**config.mk**
```make
export PLATFORM = sky130hd
export DESIGN_NAME = serial_adder
export DESIGN_NICKNAME = d
export VERILOG_FILES = /design/src/rtl/serial_adder_pkg.sv /design/src/rtl/serial_adder_fa.sv /design/src/rtl/serial_adder.sv
export SDC_FILE = /design/constraint.sdc
export NUM_CORES = 1
export LEC_CHECK = 0
export CAP_MARGIN = 10
export CORE_ASPECT_RATIO = 1.5
export CORE_UTILIZATION = 32
export CTS_BUF_LIST = sky130_fd_sc_hd__clkbuf_16
export CTS_CLUSTER_SIZE = 20
export DETAILED_ROUTE_END_ITERATION = 16
export PLACE_DENSITY = 0.6
export SYNTH_ARGS = -nofsm -noshare
export SYNTH_HDL_FRONTEND = slang
export SYNTH_SLANG_ARGS = --single-unit
export TNS_END_PERCENT = 30
```
**constraint.sdc**
```tcl
create_clock -name clk -period 1.7 [get_ports clk]
set_input_delay 0.34 -clock clk [delete_from_list [all_inputs] [get_ports clk]]
set_output_delay 0.34 -clock clk [all_outputs]
set_load 0.02 [all_outputs]
```
**src/rtl/serial_adder_pkg.sv**
```systemverilog
// Package: serial_adder_pkg
//   Shared types and helpers for the bit-serial adder.
//   - state_t     : FSM state encoding (IDLE, SHIFT)
//   - DEF_WIDTH   : default operand width
//   - CNT_W       : bit-counter width for DEF_WIDTH
//   - cnt_width() : bit-counter width for an arbitrary operand width
package serial_adder_pkg;

  typedef enum logic [0:0] {
    IDLE  = 1'b0,
    SHIFT = 1'b1
  } state_t;

  localparam int DEF_WIDTH = 8;
  localparam int CNT_W     = $clog2(DEF_WIDTH);

  // The counter runs 0..w-1, so $clog2(w) bits suffice for w >= 2.
  function automatic int cnt_width(input int w);
    return $clog2(w);
  endfunction

endpackage

```
**src/rtl/serial_adder_fa.sv**
```systemverilog
// Module: fa_cell
//   Combinational 1-bit full adder.
//   Ports:
//     a, b   in  operand bits
//     c      in  carry in
//     sum    out sum bit
//     carry  out carry out
module fa_cell (
  input  logic a,
  input  logic b,
  input  logic c,
  output logic sum,
  output logic carry
);

  assign sum   = a ^ b ^ c;
  assign carry = (a & b) | (a & c) | (b & c);

endmodule

```
**src/rtl/serial_adder.sv**
```systemverilog
// Module: serial_adder
//   Bit-serial WIDTH-bit adder. Operands are captured on an accepted start and
//   fed LSB-first through a single full-adder cell, one bit per clock, with the
//   carry held in a flip-flop. The result is assembled in a shift register and
//   published together with the final carry and a one-cycle done pulse.
//   Optional feature macro: SERIAL_SUB_EN (adds the sub port for a-b).
//   Ports:
//     clk    in   clock, rising edge
//     rst_n  in   asynchronous active-low reset
//     start  in   request, sampled only in IDLE
//     a, b   in   WIDTH-bit operands, sampled on the accepting edge
//     sub    in   subtract select (SERIAL_SUB_EN only)
//     busy   out  operation in progress
//     done   out  one-cycle result-valid pulse
//     sum    out  WIDTH-bit result, held between completions
//     cout   out  carry out of the MSB (in subtract mode: 1 = no borrow)
module serial_adder
  import serial_adder_pkg::*;
#(
  parameter int WIDTH = DEF_WIDTH
) (
  input  logic             clk,
  input  logic             rst_n,
  input  logic             start,
  input  logic [WIDTH-1:0] a,
  input  logic [WIDTH-1:0] b,
`ifdef SERIAL_SUB_EN
  input  logic             sub,
`endif
  output logic             busy,
  output logic             done,
  output logic [WIDTH-1:0] sum,
  output logic             cout
);

  localparam int              CW   = cnt_width(WIDTH);
  localparam logic [CW-1:0]   LAST = CW'(WIDTH - 1);

  state_t           state;
  logic [WIDTH-1:0] a_sr;
  logic [WIDTH-1:0] b_sr;
  // Only WIDTH-1 bits are kept: the final sum bit goes straight into 'sum'.
  logic [WIDTH-2:0] res_sr;
  logic [WIDTH-1:0] res_next;
  logic [CW-1:0]    cnt;
  logic             carry;
  logic             sub_q;
  logic             sub_in;
  logic             fa_s;
  logic             fa_c;

`ifdef SERIAL_SUB_EN
  assign sub_in = sub;
`else
  assign sub_in = 1'b0;
`endif

  // Subtraction is a + ~b + 1: invert B bits and seed the carry with 1.
  fa_cell u_fa (
    .a     (a_sr[0]),
    .b     (b_sr[0] ^ sub_q),
    .c     (carry),
    .sum   (fa_s),
    .carry (fa_c)
  );

  assign res_next = {fa_s, res_sr};

  always_ff @(posedge clk or negedge rst_n) begin
    if (!rst_n) begin
      state  <= IDLE;
      a_sr   <= '0;
      b_sr   <= '0;
      res_sr <= '0;
      cnt    <= '0;
      carry  <= 1'b0;
      sub_q  <= 1'b0;
      busy   <= 1'b0;
      done   <= 1'b0;
      sum    <= '0;
      cout   <= 1'b0;
    end else begin
      done <= 1'b0;
      unique case (state)
        IDLE: begin
          if (start) begin
            a_sr  <= a;
            b_sr  <= b;
            sub_q <= sub_in;
            carry <= sub_in;
            cnt   <= '0;
            busy  <= 1'b1;
            state <= SHIFT;
          end
        end
        SHIFT: begin
          a_sr   <= a_sr >> 1;
          b_sr   <= b_sr >> 1;
          res_sr <= res_next[WIDTH-1:1];
          carry  <= fa_c;
          cnt    <= cnt + CW'(1);
          if (cnt == LAST) begin
            sum   <= res_next;
            cout  <= fa_c;
            done  <= 1'b1;
            busy  <= 1'b0;
            state <= IDLE;
          end
        end
        default: state <= IDLE;
      endcase
    end
  end

endmodule

```
======== Word level (Yosys, flattened, before mapping) ========
Cells that the tools add are included.
operators by class
  reductions and logical operators ........ 2
  multiplexer cells ....................... 16
  magnitude comparators ................... 0
  equality and inequality tests ........... 3
  multiply operators ...................... 0
  divide/modulo/power cells ............... 0
  add/subtract/negate cells ............... 1
  shift-type cells ........................ 0
  bitwise logic cells ..................... 8
operators with widths
  operator             count
  $pmux 8 s2           2
  $mux 8               2
  $mux 1               7
  $pmux 1 s2           3
  $pmux 3 s2           1
  $reduce_and 2->1     2
  $add 3x1->3 const B  1
  $and 1x1->1          3
  $eq 3x3->1 const B   1
  $mux 3               1
  $ne 2x1->1 const B   1
  $ne 2x2->1 const B   1
  $or 1x1->1           2
  $xor 1x1->1          2
  $not 1->1            1
word-level totals
  memories kept ........................... 0
  input bits .............................. 19
  bits in latches ......................... 0
  register bits ........................... 39
  output and inout bits ................... 11
  ROM bits ................................ 0
  logic and storage cells ................. 40
  RAM bits ................................ 0

======== Logic depth before layout (Yosys ltp) ========
Gate-level depths: netlist of the first run.
  depth after elaboration ................. 4
  depth in mapped cells ................... 4
  depth with buffers taken out ............ 4

======== Modules after synthesis ========
From an unflattened synthesis of the first run, not the netlist that was laid out.
second synthesis, totals
  cells, all modules ...................... 124
  area, all modules ....................... 1,710.4 sq um
by module, submodules not included
  module        area each (sq um)  times used  cells an instance  sequential area each (sq um)
  serial_adder  1,690.4            1           123                975.9
  fa_cell       20.0               1           1                  0.0

======== Least setup slack after synthesis of the first run ========
OpenSTA, ideal clock, no wires.
  path kind ............................... reg-to-reg
  start ................................... register cnt[0]
  end ..................................... register cout
  path slack .............................. 318 ps
  required time ........................... 1,575 ps
  period minus slack after synthesis ...... 1,382 ps
  data arrival time ....................... 1,256 ps
  buffers on the path ..................... 0
  cell stages (with the launch flop) ...... 5
  library setup time ...................... 125 ps
  cells stage by stage .................... dfrtp_1 > ha_1 > ha_1 > nand2_8 > mux2_4
on the way
  word-level cells in the longest chain between the ends .. 2
RTL lines
  what                        RTL line             text
  start, declared             serial_adder.sv:45   logic [CW-1:0] cnt;
  start signal, assigned      serial_adder.sv:101  cnt <= cnt + CW'(1);
  $eq 3x3->1                  serial_adder.sv:102  if (cnt == LAST) begin
  $reduce_and 2->1 (no line)  n/a
  end signal, assigned        serial_adder.sv:81   cout <= 1'b0;
  end signal, assigned        serial_adder.sv:104  cout <= fa_c;
  end, declared               serial_adder.sv:33   output logic cout
Every way passes these cells.
A chain may end at the register's enable or synchronous reset.

======== Worst setup path in the final report of the first run ========
  start ................................... register busy
  end ..................................... output port busy
RTL lines
  what                    RTL line             text
  start, declared         serial_adder.sv:30   output logic busy,
  start signal, assigned  serial_adder.sv:78   busy <= 1'b0;
  start signal, assigned  serial_adder.sv:92   busy <= 1'b1;
  start signal, assigned  serial_adder.sv:106  busy <= 1'b0;
No word-level cell between the ends.

==> reports/results.ini, run 1 <==
[die]
fp-row-count = 32
core_mm2 = 0.00512
fp.dieH_um = 91.4
die_w_um = 61.6
ios = 30
start_util_pct = 33.3
fp.dieArea_mm2 = 0.00563

[finish]
final_cells = 228
syn2layout_area_growth_pct = 31.8
fin_nets = 182
drive_gt1_share_pct = 20.6
diodes = 0

[drt]
num_vias = 1032
drc = 0
wl_met2_um = 1510
highest_layer = met4
viasPerCell = 4.53
firstDrtPassIters = 4
wirelength_um = 2810
routedWlPerCell_um = 12.3
m1WireLength_um = 1160
drt_iter0_markers = 12
postRouteAntennaNets = 0
met3_length_um = 95

[setup_path]
path_cells = clkdlybuf4s50_1
cpPeakStageDelay_ps = 620
cp-end-kind = primary output
crit_buf_inv = 1
crit_family = buffers and inverters
critPathRequiredTime_ps = 1360
path_max_fanout = 3
crit_slowest_cell = clkdlybuf4s50_1
worstPathArrival_ps = 1260
worstSetupPathType = reg -> out
start_kind = flip-flop

[sta]
layout_min_cycle_time_ps = 1600
drv_slew = 0
tightest_slew_ps = 543
fin_tns_setup_ps = 0
setup_viol = 0
fmax_ghz = 0.624
timing.final.crit_share_pct = 94.3
fin_skew_ps = 3.12
slew_headroom_pct = 63.8
rsz0062_at_grt = false
hold_viol = 0

[clock_network]
cts_setup_buffers = 0
clkLatencyLatePin_ps = 270
h-tree-depth = 2
clock_path_buffers = 2
clock_sinks = 39
clkTransAtPathRegs_ps = 50
cts_hold_buf = 0
cts_resized = 0
root_buffer = clkbuf_16
cts_tree = done
cts_buffers = 5

[global_routing]
antenna_found_initial = 0
grt_max_degree = 22
grt_pass1_vias = 1065
overflow = 0
grt_first_pass_wirelength_um = 4920
grt_usage_pct = 11.7

[synth]
synth_top_area_share_pct = 57.2
avgSynthCellArea_um2 = 13.9
synth_largest_area_cell = dfrtp_1
async_reset_ff_share_pct = 100
synth_edf_count = 0
yosysSeqAreaShare_pct = 57.2
syn_area_mm2 = 0.00171
synth-main-ff-cell = dfrtp_1
yosysUniqueCellTypes = 19
synth_common_cells = dfrtp_1 (39), mux2i_1 (16), nand2_1 (14), mux2_4 (13)
syn_inst = 123
syn-num-nets = 146
synthTopCellsByArea = dfrtp_1 (57%), mux2_4 (11%), mux2i_1 (9.4%), nand2_1 (3.1%), mux2_2 (2.6%)
synthMostInstantiatedCell = dfrtp_1
yosys_register_bits = 39
ys.warnings.count = 0

[power]
irDropWorstVdd_mv = 0.747
fin_total_pwr_mw = 4.03
power_density_mw_per_mm2 = 1790
p_leak_nw = 1.08

[placement]
port_buffers = 29
gp_congestion = 0.643
hpwl_um = 2080
placedCellCount = 220

[flow_run]
drv_cap = 0

[outcome]
status = completed

[min_path]
hp-class = in -> async

## final cells by class
cell class | count | area, µm²
fillers | 512 | 2880
flip-flops and latches | 39 | 976
multi-input cells | 75 | 653
repair buffers | 36 | 363
clock buffers | 5 | 125
well taps | 68 | 85.1
clock inverters | 3 | 38.8
inverters | 2 | 7.51
## state kept, by name, indices dropped and copies added (netlist names)
name,count
res_sr,7
a_sr,8
cnt,3
cout,1
busy,1
b_sr,8
done,1
carry,1
sum,8
state,1
## metal layers
metal	vias up	track usage (%)
li1	497	-
met1	508	14.8
met2	23	18.4
met3	4	2.99
met4	0	5.00
met5	-	0
## report_power, final
part	leakage (nW)	switching [mW]	internal, mW	total (mW)
logic	0.494	0.586	0.836	1.42
clock network	0.0812	0.340	0.683	1.02
registers	0.501	0.277	1.31	1.59
## per-stage QoR
step                      util, %  area [µm²]  setup WS (ps)  hold slack (ps)
after global routing         43.9        2250           60.9             63.4
after floorplan                 -        1710            318             44.4
after CTS                    43.9        2250           77.4             42.3
final                        43.9        2250           97.1             24.4
after detailed placement     40.7        2080            176              332
after global placement       40.7        2080            238              323
## layout by cell type, fill, tap and decap left out, types with 2 or more instances in the layout
cell | synthesis | routed
mux2_2 | 4 | 4
buf_4 | 0 | 5
inv_1 | 2 | 2
nand2_1 | 14 | 14
ha_1 | 3 | 3
mux2_4 | 13 | 13
a22o_1 | 3 | 3
o21ai_0 | 7 | 7
clkdlybuf4s50_1 | 0 | 28
clkbuf_16 | 0 | 5
buf_12 | 1 | 2
o21ai_1 | 7 | 7
dfrtp_1 | 39 | 39
nor2_1 | 4 | 4
mux2i_1 | 16 | 16
## path summary, 6_finish.rpt
check	from	endpoint	slack [ps]	cells past startpoint
worst max-delay path	busy$_DFFE_PN0P_	busy	100	1
worst min-delay path	rst_n	a_sr[7]$_DFFE_PN0P_	20	1
worst max register to register	cnt[0]$_DFFE_PN0P_	sum[6]$_DFFE_PN0P_	220	4
worst min register to register	a_sr[3]$_DFFE_PN0P_	a_sr[2]$_DFFE_PN0P_	490	2
max in group asynchronous	rst_n	b_sr[7]$_DFFE_PN0P_	1200	2
min in group clk	a_sr[3]$_DFFE_PN0P_	a_sr[2]$_DFFE_PN0P_	490	2
## cell families (layout without fill, tap and decap cells)
logic type	count (synthesis)	after routing	share of synthesized area [%]
DFF	39	39	57.2
muxes	33	33	23.5
AOI/OAI and AO/OA	19	19	6.31
and+or+nand+nor	19	19	5.14
buffers and inverters	9	46	4.48
adders and majority gates	4	4	3.38
(Power assumes the default switching activity.)
==> run 2: changes to the inputs <==
Settings changed: ABC_CLOCK_PERIOD_IN_PS set to 1700.
==> results of run 2 <==
The final DEF is identical to that of run 1; final timing and power are the same.
